File: src/rtl/instr_encoder.sv
// instr_encoder
//   Packs instruction fields into a 32-bit RV32I instruction word. This is the
//   inverse of the decode-side immediate generator. The immediate is range- and
//   alignment-checked against the format. An illegal request produces NOP_WORD
//   with out_err set. Two register stages with a valid/ready handshake give
//   2-cycle latency and 1 word/cycle throughput.
//
// Ports
//   clk, rst                 rising-edge clock, asynchronous active-high reset
//   in_valid / in_ready      request handshake (in_ready does not depend on in_valid)
//   in_fmt                   0=R 1=I 2=S 3=B 4=U 5=J, 6/7 illegal
//   in_opcode, in_rd, in_rs1, in_rs2, in_funct3, in_funct7, in_imm
//                            instruction fields; in_imm is signed, byte offset for B/J
//   out_valid / out_ready    encoded-word handshake; output is held while stalled
//   out_instr, out_err       encoded word, illegal-request flag
//   enc_count                words handed off (wraps)
//   err_count                illegal words handed off (saturates)
module instr_encoder #(
    parameter int          CNT_W    = 16,
    parameter int          ERR_W    = 8,
    parameter logic [31:0] NOP_WORD = 32'h0000_0013
) (
    input  logic             clk,
    input  logic             rst,
    input  logic             in_valid,
    output logic             in_ready,
    input  logic [2:0]       in_fmt,
    input  logic [6:0]       in_opcode,
    input  logic [4:0]       in_rd,
    input  logic [4:0]       in_rs1,
    input  logic [4:0]       in_rs2,
    input  logic [2:0]       in_funct3,
    input  logic [6:0]       in_funct7,
    input  logic [31:0]      in_imm,
    output logic             out_valid,
    input  logic             out_ready,
    output logic [31:0]      out_instr,
    output logic             out_err,
    output logic [CNT_W-1:0] enc_count,
    output logic [ERR_W-1:0] err_count
);

    localparam logic [2:0] FMT_R = 3'd0;
    localparam logic [2:0] FMT_I = 3'd1;
    localparam logic [2:0] FMT_S = 3'd2;
    localparam logic [2:0] FMT_B = 3'd3;
    localparam logic [2:0] FMT_U = 3'd4;
    localparam logic [2:0] FMT_J = 3'd5;

    // Range/alignment check of the immediate for the given format.
    function automatic logic imm_legal(input logic [2:0] fmt, input logic signed [31:0] imm);
        logic ok;
        case (fmt)
            FMT_R:        ok = 1'b1;
            FMT_I, FMT_S: ok = (imm >= -32'sd2048) && (imm <= 32'sd2047);
            FMT_B:        ok = !imm[0] && (imm >= -32'sd4096) && (imm <= 32'sd4094);
            FMT_U:        ok = (imm[11:0] == 12'd0);
            FMT_J:        ok = !imm[0] && (imm >= -32'sd1048576) && (imm <= 32'sd1048574);
            default:      ok = 1'b0;
        endcase
        return ok;
    endfunction

    // Field placement; fields that do not belong to a format stay zero.
    function automatic logic [31:0] encode(
        input logic [2:0]  fmt,
        input logic [6:0]  op,
        input logic [4:0]  rd,
        input logic [4:0]  rs1,
        input logic [4:0]  rs2,
        input logic [2:0]  f3,
        input logic [6:0]  f7,
        input logic [31:0] imm
    );
        logic [31:0] w;
        case (fmt)
            FMT_R:   w = {f7, rs2, rs1, f3, rd, op};
            FMT_I:   w = {imm[11:0], rs1, f3, rd, op};
            FMT_S:   w = {imm[11:5], rs2, rs1, f3, imm[4:0], op};
            FMT_B:   w = {imm[12], imm[10:5], rs2, rs1, f3, imm[4:1], imm[11], op};
            FMT_U:   w = {imm[31:12], rd, op};
            FMT_J:   w = {imm[20], imm[10:1], imm[11], imm[19:12], rd, op};
            default: w = NOP_WORD;
        endcase
        return w;
    endfunction

    logic        vld_p1, vld_p2;
    logic        a_adv, b_adv;
    logic [2:0]  fmt_p1;
    logic [6:0]  op_p1;
    logic [4:0]  rd_p1, rs1_p1, rs2_p1;
    logic [2:0]  f3_p1;
    logic [6:0]  f7_p1;
    logic [31:0] imm_p1;
    logic        legal_p1;
    logic [31:0] instr_p2;
    logic        err_p2;

    assign b_adv     = !vld_p2 || out_ready;
    assign a_adv     = !vld_p1 || b_adv;
    assign in_ready  = a_adv;
    assign out_valid = vld_p2;
    assign out_instr = instr_p2;
    assign out_err   = err_p2;

    // ---- stage A: register request fields and the legality result ----
    always_ff @(posedge clk) begin
        if (a_adv && in_valid) begin
            fmt_p1   <= in_fmt;
            op_p1    <= in_opcode;
            rd_p1    <= in_rd;
            rs1_p1   <= in_rs1;
            rs2_p1   <= in_rs2;
            f3_p1    <= in_funct3;
            f7_p1    <= in_funct7;
            imm_p1   <= in_imm;
            legal_p1 <= imm_legal(in_fmt, in_imm);
        end
    end

    // ---- stage B: assemble the word; handshake and debug counters ----
    always_ff @(posedge clk or posedge rst) begin
        if (rst) begin
            vld_p1    <= 1'b0;
            vld_p2    <= 1'b0;
            instr_p2  <= 32'd0;
            err_p2    <= 1'b0;
            enc_count <= '0;
            err_count <= '0;
        end else begin
            if (a_adv) begin
                vld_p1 <= in_valid;
            end
            if (b_adv) begin
                vld_p2 <= vld_p1;
                // Only load on a real word so a drained stage keeps its last value.
                if (vld_p1) begin
                    instr_p2 <= legal_p1 ? encode(fmt_p1, op_p1, rd_p1, rs1_p1, rs2_p1,
                                                  f3_p1, f7_p1, imm_p1)
                                         : NOP_WORD;
                    err_p2   <= !legal_p1;
                end
            end
            if (vld_p2 && out_ready) begin
                enc_count <= enc_count + CNT_W'(1);
                if (err_p2 && (err_count != {ERR_W{1'b1}})) begin
                    err_count <= err_count + ERR_W'(1);
                end
            end
        end
    end

endmodule

File: config.mk
export PLATFORM = sky130hd
export DESIGN_NAME = instr_encoder
export DESIGN_NICKNAME = d
export VERILOG_FILES = /design/src/rtl/instr_encoder.sv
export SDC_FILE = /design/constraint.sdc
export NUM_CORES = 1
export LEC_CHECK = 0
export ABC_CLOCK_PERIOD_IN_PS = 3700
export CELL_PAD_IN_SITES_DETAIL_PLACEMENT = 2
export CELL_PAD_IN_SITES_GLOBAL_PLACEMENT = 2
export CORE_AREA = 2 2 145 147
export CTS_BUF_LIST = sky130_fd_sc_hd__clkbuf_4 sky130_fd_sc_hd__clkbuf_8
export DETAILED_ROUTE_END_ITERATION = 7
export DIE_AREA = 0 0 147 149
export PLACE_DENSITY = 0.74
export RECOVER_POWER = 100
export SYNTH_ARGS = -nofsm -noshare
export SYNTH_HDL_FRONTEND = slang
export SYNTH_SLANG_ARGS = --single-unit
File: constraint.sdc
create_clock -name clk -period 3.7 [get_ports clk]
set_input_delay 0.74 -clock clk [delete_from_list [all_inputs] [get_ports clk]]
set_output_delay 0.74 -clock clk [all_outputs]
set_load 0.02 [all_outputs]
======== Word-level counts from Yosys, hierarchy flattened ========
Index checks and enable logic that the tools add are counted.
word-level totals
  bits in registers ....................... 127
  output and inout bits ................... 59
cells by class
  $add $sub $neg .......................... 2
  muxes and demuxes ....................... 3
  order comparisons ....................... 6
  reduce and logical (&&, ||, !) cells .... 20
  equal/unequal tests ..................... 11
operators by type and width
  kind                                                              number
  case mux 32 bit (6 select lines)                                  1
  >= comparator 32 x 12 -> 1 bit, second input constant             1
  >= comparator 32 x 13 -> 1 bit, second input constant             1
  >= comparator 32 x 21 -> 1 bit, second input constant             1
  less-or-equal comparator 32 x 12 -> 1 bit, second input constant  1
  less-or-equal comparator 32 x 13 -> 1 bit, second input constant  1
  less-or-equal comparator 32 x 21 -> 1 bit, second input constant  1
  two-way mux 32 bit                                                1
  adder 16 x 1 -> 16 bit, second input constant                     1
  == test 3 x 2 -> 1 bit, second input constant                     4
  == test 3 bit, second input constant                              4
  logical NOT 12 bit                                                1
  adder 8 x 1 -> 8 bit, second input constant                       1
  logical AND 1 bit                                                 8
  inequality test 8 bit, second input constant                      1
  == test 3 x 1 -> 1 bit, second input constant                     2
  logical NOT 3 bit                                                 2
  case mux 1 bit (5 select lines)                                   1
  logical NOT 1 bit                                                 4
  AND reduction 2 bit                                               2
  logical OR 1 bit                                                  2
  OR reduction 2 bit                                                1

======== Logic depth before layout (Yosys ltp) ========
Gate-level depths: netlist of the first run.
  depth in word-level cells ............... 4
  gate-level depth with buffers ........... 6
  gate-level depth less buffers ........... 5

======== Least setup slack after synthesis of the first run ========
Ideal clock, no wire load.
  kind .................................... input-to-reg
  start ................................... input out_ready
  end ..................................... register f3_p1[0] (enable)
  buffers on the path ..................... 0
  required time ........................... 3.267 ns
  slack ................................... 0.628 ns
  setup time .............................. 0.433 ns
  arrival time ............................ 2.639 ns
  stages on the path ...................... 2
  path through ............................ nand3b_1 > and2_1
between the ends
  word-level cells in the longest chain between the ends .. 3
ends and longest elaborated chain
  item                  line  text
  from (decl)           36    input logic out_ready,
  logical OR 1 bit      100   assign b_adv = !vld_p2 || out_ready;
  logical OR 1 bit      101   assign a_adv = !vld_p1 || b_adv;
  logical AND 1 bit     109   if (a_adv && in_valid) begin
  to (signal assigned)  115   f3_p1 <= in_funct3;
  to (decl)             93    logic [2:0] f3_p1;
Every way passes these cells.
A chain may end at the register's enable or synchronous reset.

======== Worst setup path in the final report of the first run ========
  start ................................... input out_ready
  end ..................................... output in_ready
between the ends
  word-level cells in the longest chain between the ends .. 2
ends and longest elaborated chain
  item              line  text
  logical OR 1 bit  100
  logical OR 1 bit  101
  to (decl)         26    output logic in_ready,
Every way passes these cells.

==> results of run 1 <==
==> final timing paths <==
check / depth (start not counted) / to
min: 1 / out_instr[2]
min reg2reg: 1 / out_instr[2]
max reg2reg: 3 / rs1_p1[4]
min in group asynchronous: 2 / out_instr[2]
max: 3 / in_ready
max in group asynchronous: 3 / enc_count[8]
==> logic make-up (layout without fill, tap and decap cells) <==
| kind of cell | Yosys count | after routing |
|---|---|---|
| flops | 127 | 127 |
| simple gates | 100 | 100 |
| compound gates | 84 | 84 |
| xor+xnor | 22 | 22 |
| buf+inv | 19 | 169 |
| mux | 6 | 6 |
| fa+ha+maj | 2 | 2 |
==> placed cells by master (no fill, tap or decap), types with 2 or more instances in the layout <==
cell type and count:
buf_4 2, o22ai_1 6, clkbuf_2 2, nor2b_1 11
nand4_1 7, clkbuf_8 17, nand2_1 31, mux2i_1 2
xnor2_1 10, inv_6 6, inv_1 4, nor2_1 8
dlygate4sd3_1 128, nand3_1 13, nor4_1 6, a21oi_1 11
o21ai_0 19, and4_1 3, dfrtp_1 59, a22oi_1 22
o22a_1 3, nand2b_1 3, and3_1 2, nor3_1 8
or4_1 2, ha_1 2, edfxtp_1 68, mux2_2 3
xor2_1 12, a22o_1 15, clkinvlp_4 4
==> synthesized netlist by cell type, drive strengths merged, types with 3 or more instances <==
| cell type | number | area share (%) |
|---|---|---|
| a21oi | 11 | 1.1 |
| a22o | 15 | 2.6 |
| a22oi | 22 | 3.3 |
| and3 | 3 | 0.47 |
| and4 | 3 | 0.52 |
| buf | 8 | 0.94 |
| clkbuf | 7 | 0.55 |
| dfrtp | 59 | 29 |
| edfxtp | 68 | 41 |
| inv | 4 | 0.30 |
| mux2 | 4 | 0.97 |
| nand2 | 31 | 2.3 |
| nand2b | 3 | 0.37 |
| nand3 | 13 | 1.4 |
| nand4 | 7 | 0.99 |
| nor2 | 8 | 0.60 |
| nor2b | 11 | 1.4 |
| nor3 | 8 | 1.1 |
| nor4 | 6 | 0.75 |
| o21ai | 19 | 1.9 |
| o22a | 3 | 0.52 |
| o22ai | 6 | 0.75 |
| xnor2 | 10 | 1.7 |
| xor2 | 12 | 2.1 |
==> state kept, by name (all words and copies together), names as in the netlist, 5 cells and up <==
name,count
rs1_p1,5
rs2_p1,5
enc_count,16
f7_p1,7
out_instr,32
rd_p1,5
imm_p1,32
err_count,8
op_p1,7
==> where the power goes <==
part / internal (W) / switching, W
Sequential: 0.00165 / 0.000130
Combinational: 0.000284 / 0.000348
Clock: 0.000540 / 0.000595
==> final cells by class <==
| type | count | area, µm² |
|---|---|---|
| Clock buffer | 17 | 234 |
| Clock inverter | 14 | 133 |
| Fill cell | 2159 | 13600 |
| Inverter | 4 | 15.0 |
| Multi-Input combinational cell | 214 | 1390 |
| Sequential cell | 127 | 3520 |
| Tap cell | 275 | 344 |
| Timing Repair Buffer | 134 | 1320 |
==> metal layers <==
layer / vias up / part of all wire (%) / track usage [%] / routed length, µm
met2: 95 / 53 / 24.5 / 7600
met4: 0 / 1.1 / 3.61 / 151
met5: - / 0 / 0 / 0
met1: 1797 / 43 / 16.8 / 6120
li1: 1647 / - / - / -
met3: 7 / 3.6 / 3.06 / 514
==> through the flow <==
step | total power (W) | instances | hold WS, ns | cell area (µm²) | utilization [%]
after floorplan | 0.00212 | 360 | 0.436 | 5040 | -
after global placement | 0.00248 | 754 | 0.449 | 6650 | 32.3
after detailed placement | 0.00253 | 754 | 0.456 | 6650 | 32.3
after CTS | 0.00367 | 785 | 0.475 | 7020 | 34.1
after global routing | 0.00373 | 785 | 0.506 | 6960 | 33.8
final | 0.00354 | 785 | 0.471 | 6960 | 33.8
==> critical path: stages <==
cell           delay [ns]
dlygate4sd3_1        0.63
nand3b_1             0.23
dlygate4sd3_1        0.67
==> impl_metrics.toml, run 1 <==
[logic_synthesis]
synthMuxAreaShare_pct = 1.37
synth-edff-count = 68
synthAdderAreaFrac_pct = 0.497
synth_xor_area_share_pct = 3.83
avgSynthCellArea_um2 = 14.0
synth_top_family_by_area = "compound AO/OA/AOI/OAI gates"
synthSimpleGateAreaFrac_pct = 11.0
synth_seq_area_share_pct = 69.8
ys_warn_count = 0
synth_flop_cell = "edfxtp_1"
async_flop_share_pct = 46.5
synth_cell_types = 51
ys_ff_latch = 127
synth_compound_area_share_pct = 11.7
syn_area_um2 = 5040
syn-instance-count = 360
syn_nets = 433

[critical_path]
crit_fanout = 6
crit_path_start_kind = "input pin"
critPathCaptureType = "output port"
path_class = "input pin to output port"
r2r_start = "out_valid"
worstSetupStartpoint = "out_ready"
ff2ff_setup_slack_ns = 1.25
worstPathArrival_ns = 2.27
required_ns = 2.96

[timing]
fin_ws_ns = 0.695
fin_crit_sh_pct = 81.2
fmax_mhz = 333
worst_pin_slew_ns = 1.72
tns_ns = 0
rsz0062_at_grt = "no"
clock_skew_ns = 0.0103
drv_slew = 69
finalHoldViolCount = 0
setup_violations = 0
post-route-min-period_ns = 3.01
relSlewSlack_pct = -14.9

[clock_network]
cts.repair.resized = 0
cts_setup_buffers = 0
path_clk_slew_ns = 0.08
clock_latency_ns = 0.43
hold_buffers = 0
cts-root-buf = "clkbuf_8"
cts_buffers = 17
h-tree-depth = 4
cts_tree = "done"
cts.sinks = 127
clockBufferDepth = 2

[floorplan]
row_count = 53
die_h_um = 149
start_util_pct = 24.5
ios = 130
core-area_um2 = 20600
die_w_um = 147
dieArea_um2 = 21900

[placement]
dp_slack_ns = 0.798
portBuffers = 129
gp_congestion = 0.792
dp_hpwl_um = 11000

[route]
postRouteAntennaNets = 0
drc_errors = 0
viasPerCell = 4.52
drtPass1Iterations = 4
dr.first_iter.drc_count = 102
dr_total_vias = 3546
wl_um = 14400
routedWlPerCell_um = 18.3

[global_routing]
grt_max_degree = 69
grt_pass1_wl_um = 22800
grt.total_usage_pct = 13.7
grt.overflow.total = 0
first_global_vias = 3909
antenna_found_initial = 0

[power_and_ir_drop]
p_leak_nw = 2.75
power.density_nw_per_um2 = 509
ir_drop_mv = 0.201

[layout]
area_growth_pct = 38.1
num-nets-final = 571
n_antenna_cell = 0
final_layout_size_suffix_gt1_share_pct = 8.04

[min_path]
min_path_type = "flop to flop"
hold_start = "op_p1[2]"

[run_status]
violations = "capacitance limit, slew limit"
status = "finished, violations left"

[run]
cap_violations = 1
Note: power is estimated with default switching activity, not from simulation.
==> inputs of run 2 (changes only) <==
--- a/config.mk
+++ b/config.mk
@@ -5,14 +5,14 @@
 export SDC_FILE = /design/constraint.sdc
 export NUM_CORES = 1
 export LEC_CHECK = 0
-export ABC_CLOCK_PERIOD_IN_PS = 3700
+export ABC_CLOCK_PERIOD_IN_PS = 2400
 export CELL_PAD_IN_SITES_DETAIL_PLACEMENT = 2
 export CELL_PAD_IN_SITES_GLOBAL_PLACEMENT = 2
 export CORE_AREA = 2 2 145 147
 export CTS_BUF_LIST = sky130_fd_sc_hd__clkbuf_4 sky130_fd_sc_hd__clkbuf_8
 export DETAILED_ROUTE_END_ITERATION = 7
 export DIE_AREA = 0 0 147 149
-export PLACE_DENSITY = 0.74
+export PLACE_DENSITY = 0.77
 export RECOVER_POWER = 100
 export SYNTH_ARGS = -nofsm -noshare
 export SYNTH_HDL_FRONTEND = slang
==> constraint.sdc (replaced) <==
create_clock -name clk -period 2.4 [get_ports clk]
set_input_delay 0.48 -clock clk [delete_from_list [all_inputs] [get_ports clk]]
set_output_delay 0.48 -clock clk [all_outputs]
set_load 0.02 [all_outputs]
==> run 2 against run 1 <==
Effect of this change:
- the flow still finishes with violations (capacitance limit, slew limit)
- first-iteration DRC count grew 20%
- critical endpoint unchanged
- die area is the same
- sequential power increased by 53%
- highest routed layer unchanged
==> impl_metrics.toml, run 2 (same netlist as run 1, synthesis figures left out) <==
[layout]
final_util_pct = 34.2
area_growth_pct = 39.4
final_cell_mix = "dlygate4sd3_1 (127), edfxtp_1 (68), dfrtp_1 (59)"
final_layout_size_suffix_gt1_share_pct = 8.72
layout.cells.most_common = "dlygate4sd3_1"
multi_input_area_um2 = 1390
num-nets-final = 577
seq_area_um2 = 3520
fill_cells = 2149

[run]
cap_violations = 1

[clock_network]
cts_setup_buffers = 0
cts.sinks = 127
clock_latency_ns = 0.45
clockBufferDepth = 2
path_clk_slew_ns = 0.08
cts.repair.resized = 0
cts-root-buf = "clkbuf_8"
hold_buffers = 0
h-tree-depth = 4
cts_tree = "done"
cts_buffers = 17

[timing]
finalHoldViolCount = 0
clock_skew_ns = 0.0146
drv_slew = 60
worst_pin_slew_ns = 1.51
fin_crit_sh_pct = 95.1
relSlewSlack_pct = -0.981
setup_violations = 0
tns_ns = 0
post-route-min-period_ns = 2.28
fmax_mhz = 438
rsz0062_at_grt = "no"

[placement]
gp_congestion = 0.751
dp_hpwl_um = 11100
portBuffers = 129

[power_and_ir_drop]
finalPower_w = 0.00556
power.density_nw_per_um2 = 792
p_leak_nw = 2.78
ir_drop_mv = 0.281

[floorplan]
dieArea_um2 = 21900
ios = 130
core-area_um2 = 20600
die_w_um = 147
start_util_pct = 24.5
row_count = 53
die_h_um = 149

[critical_path]
path_class = "input pin to output port"
required_ns = 1.92
crit_path_start_kind = "input pin"
worstPathArrival_ns = 1.80
critPathCaptureType = "output port"
crit_fanout = 3

[route]
wl_um = 14600
drtPass1Iterations = 4
viasPerCell = 4.49
postRouteAntennaNets = 0
routedWlPerCell_um = 18.4
dr.first_iter.drc_count = 122
dr_total_vias = 3564
drc_errors = 0

[run_status]
status = "finished, violations left"
violations = "capacitance limit, slew limit"

[global_routing]
grt.total_usage_pct = 13.9
first_global_vias = 4037
grt.overflow.total = 0
grt_max_degree = 60
grt_pass1_wl_um = 23200
antenna_found_initial = 3

[min_path]
min_path_type = "flop to flop"
-- run 2: metrics by stage --
stage / cells / hold WS (ns) / setup WS [ns] / cell area [µm²]
floorplan: 360 / 0.436 / 0.238 / 5040
global placement: 760 / 0.441 / 0.213 / 6720
detailed placement: 760 / 0.453 / 0.171 / 6720
CTS: 791 / 0.422 / 0.160 / 7110
global route: 793 / 0.502 / 0.0599 / 7020
finish: 793 / 0.467 / 0.118 / 7020
-- run 2: final timing paths --
kind	startpoint	to	slack [ns]	depth (start not counted)
worst min register to register	op_p1[0]	out_instr[0]	0.47	1
max in group asynchronous	rst	err_count[1]	0.49	3
worst max register to register	out_valid	rd_p1[1]	0.38	3
worst min-delay path	op_p1[0]	out_instr[0]	0.47	1
min in group asynchronous	rst	enc_count[14]	0.99	3
worst max-delay path	out_ready	in_ready	0.12	3
-- run 2: routing by layer --
layer	global-route usage, %	vias to the layer above	share of wire [%]
li1	-	1654	-
met1	16.8	1793	41
met2	24.5	100	53
met3	2.72	17	3.6
met4	5.87	0	2.1
met5	0	-	0
-- run 2: cell type report --
| class | count | share of cell area (%) |
|---|---|---|
| diodes | 2 | 0.0713 |
| clock buffers | 17 | 3.33 |
| clock inverters | 14 | 2.30 |
| inverters | 4 | 0.214 |
| multi-input cells | 214 | 19.8 |
| flip-flops and latches | 127 | 50.1 |
| well taps | 275 | 4.90 |
| repair buffers | 140 | 19.3 |
-- run 2: worst max-delay path: stages --
cell             delay (ns)
clkdlybuf4s50_1        0.48
nand3b_1               0.15
dlygate4sd3_1          0.69
-- run 2: where the power goes --
part / switching [W] / internal, W / leakage [nW]
clock network: 0.000920 / 0.000935 / 0.183
registers: 0.000194 / 0.00254 / 1.42
logic: 0.000539 / 0.000441 / 1.17
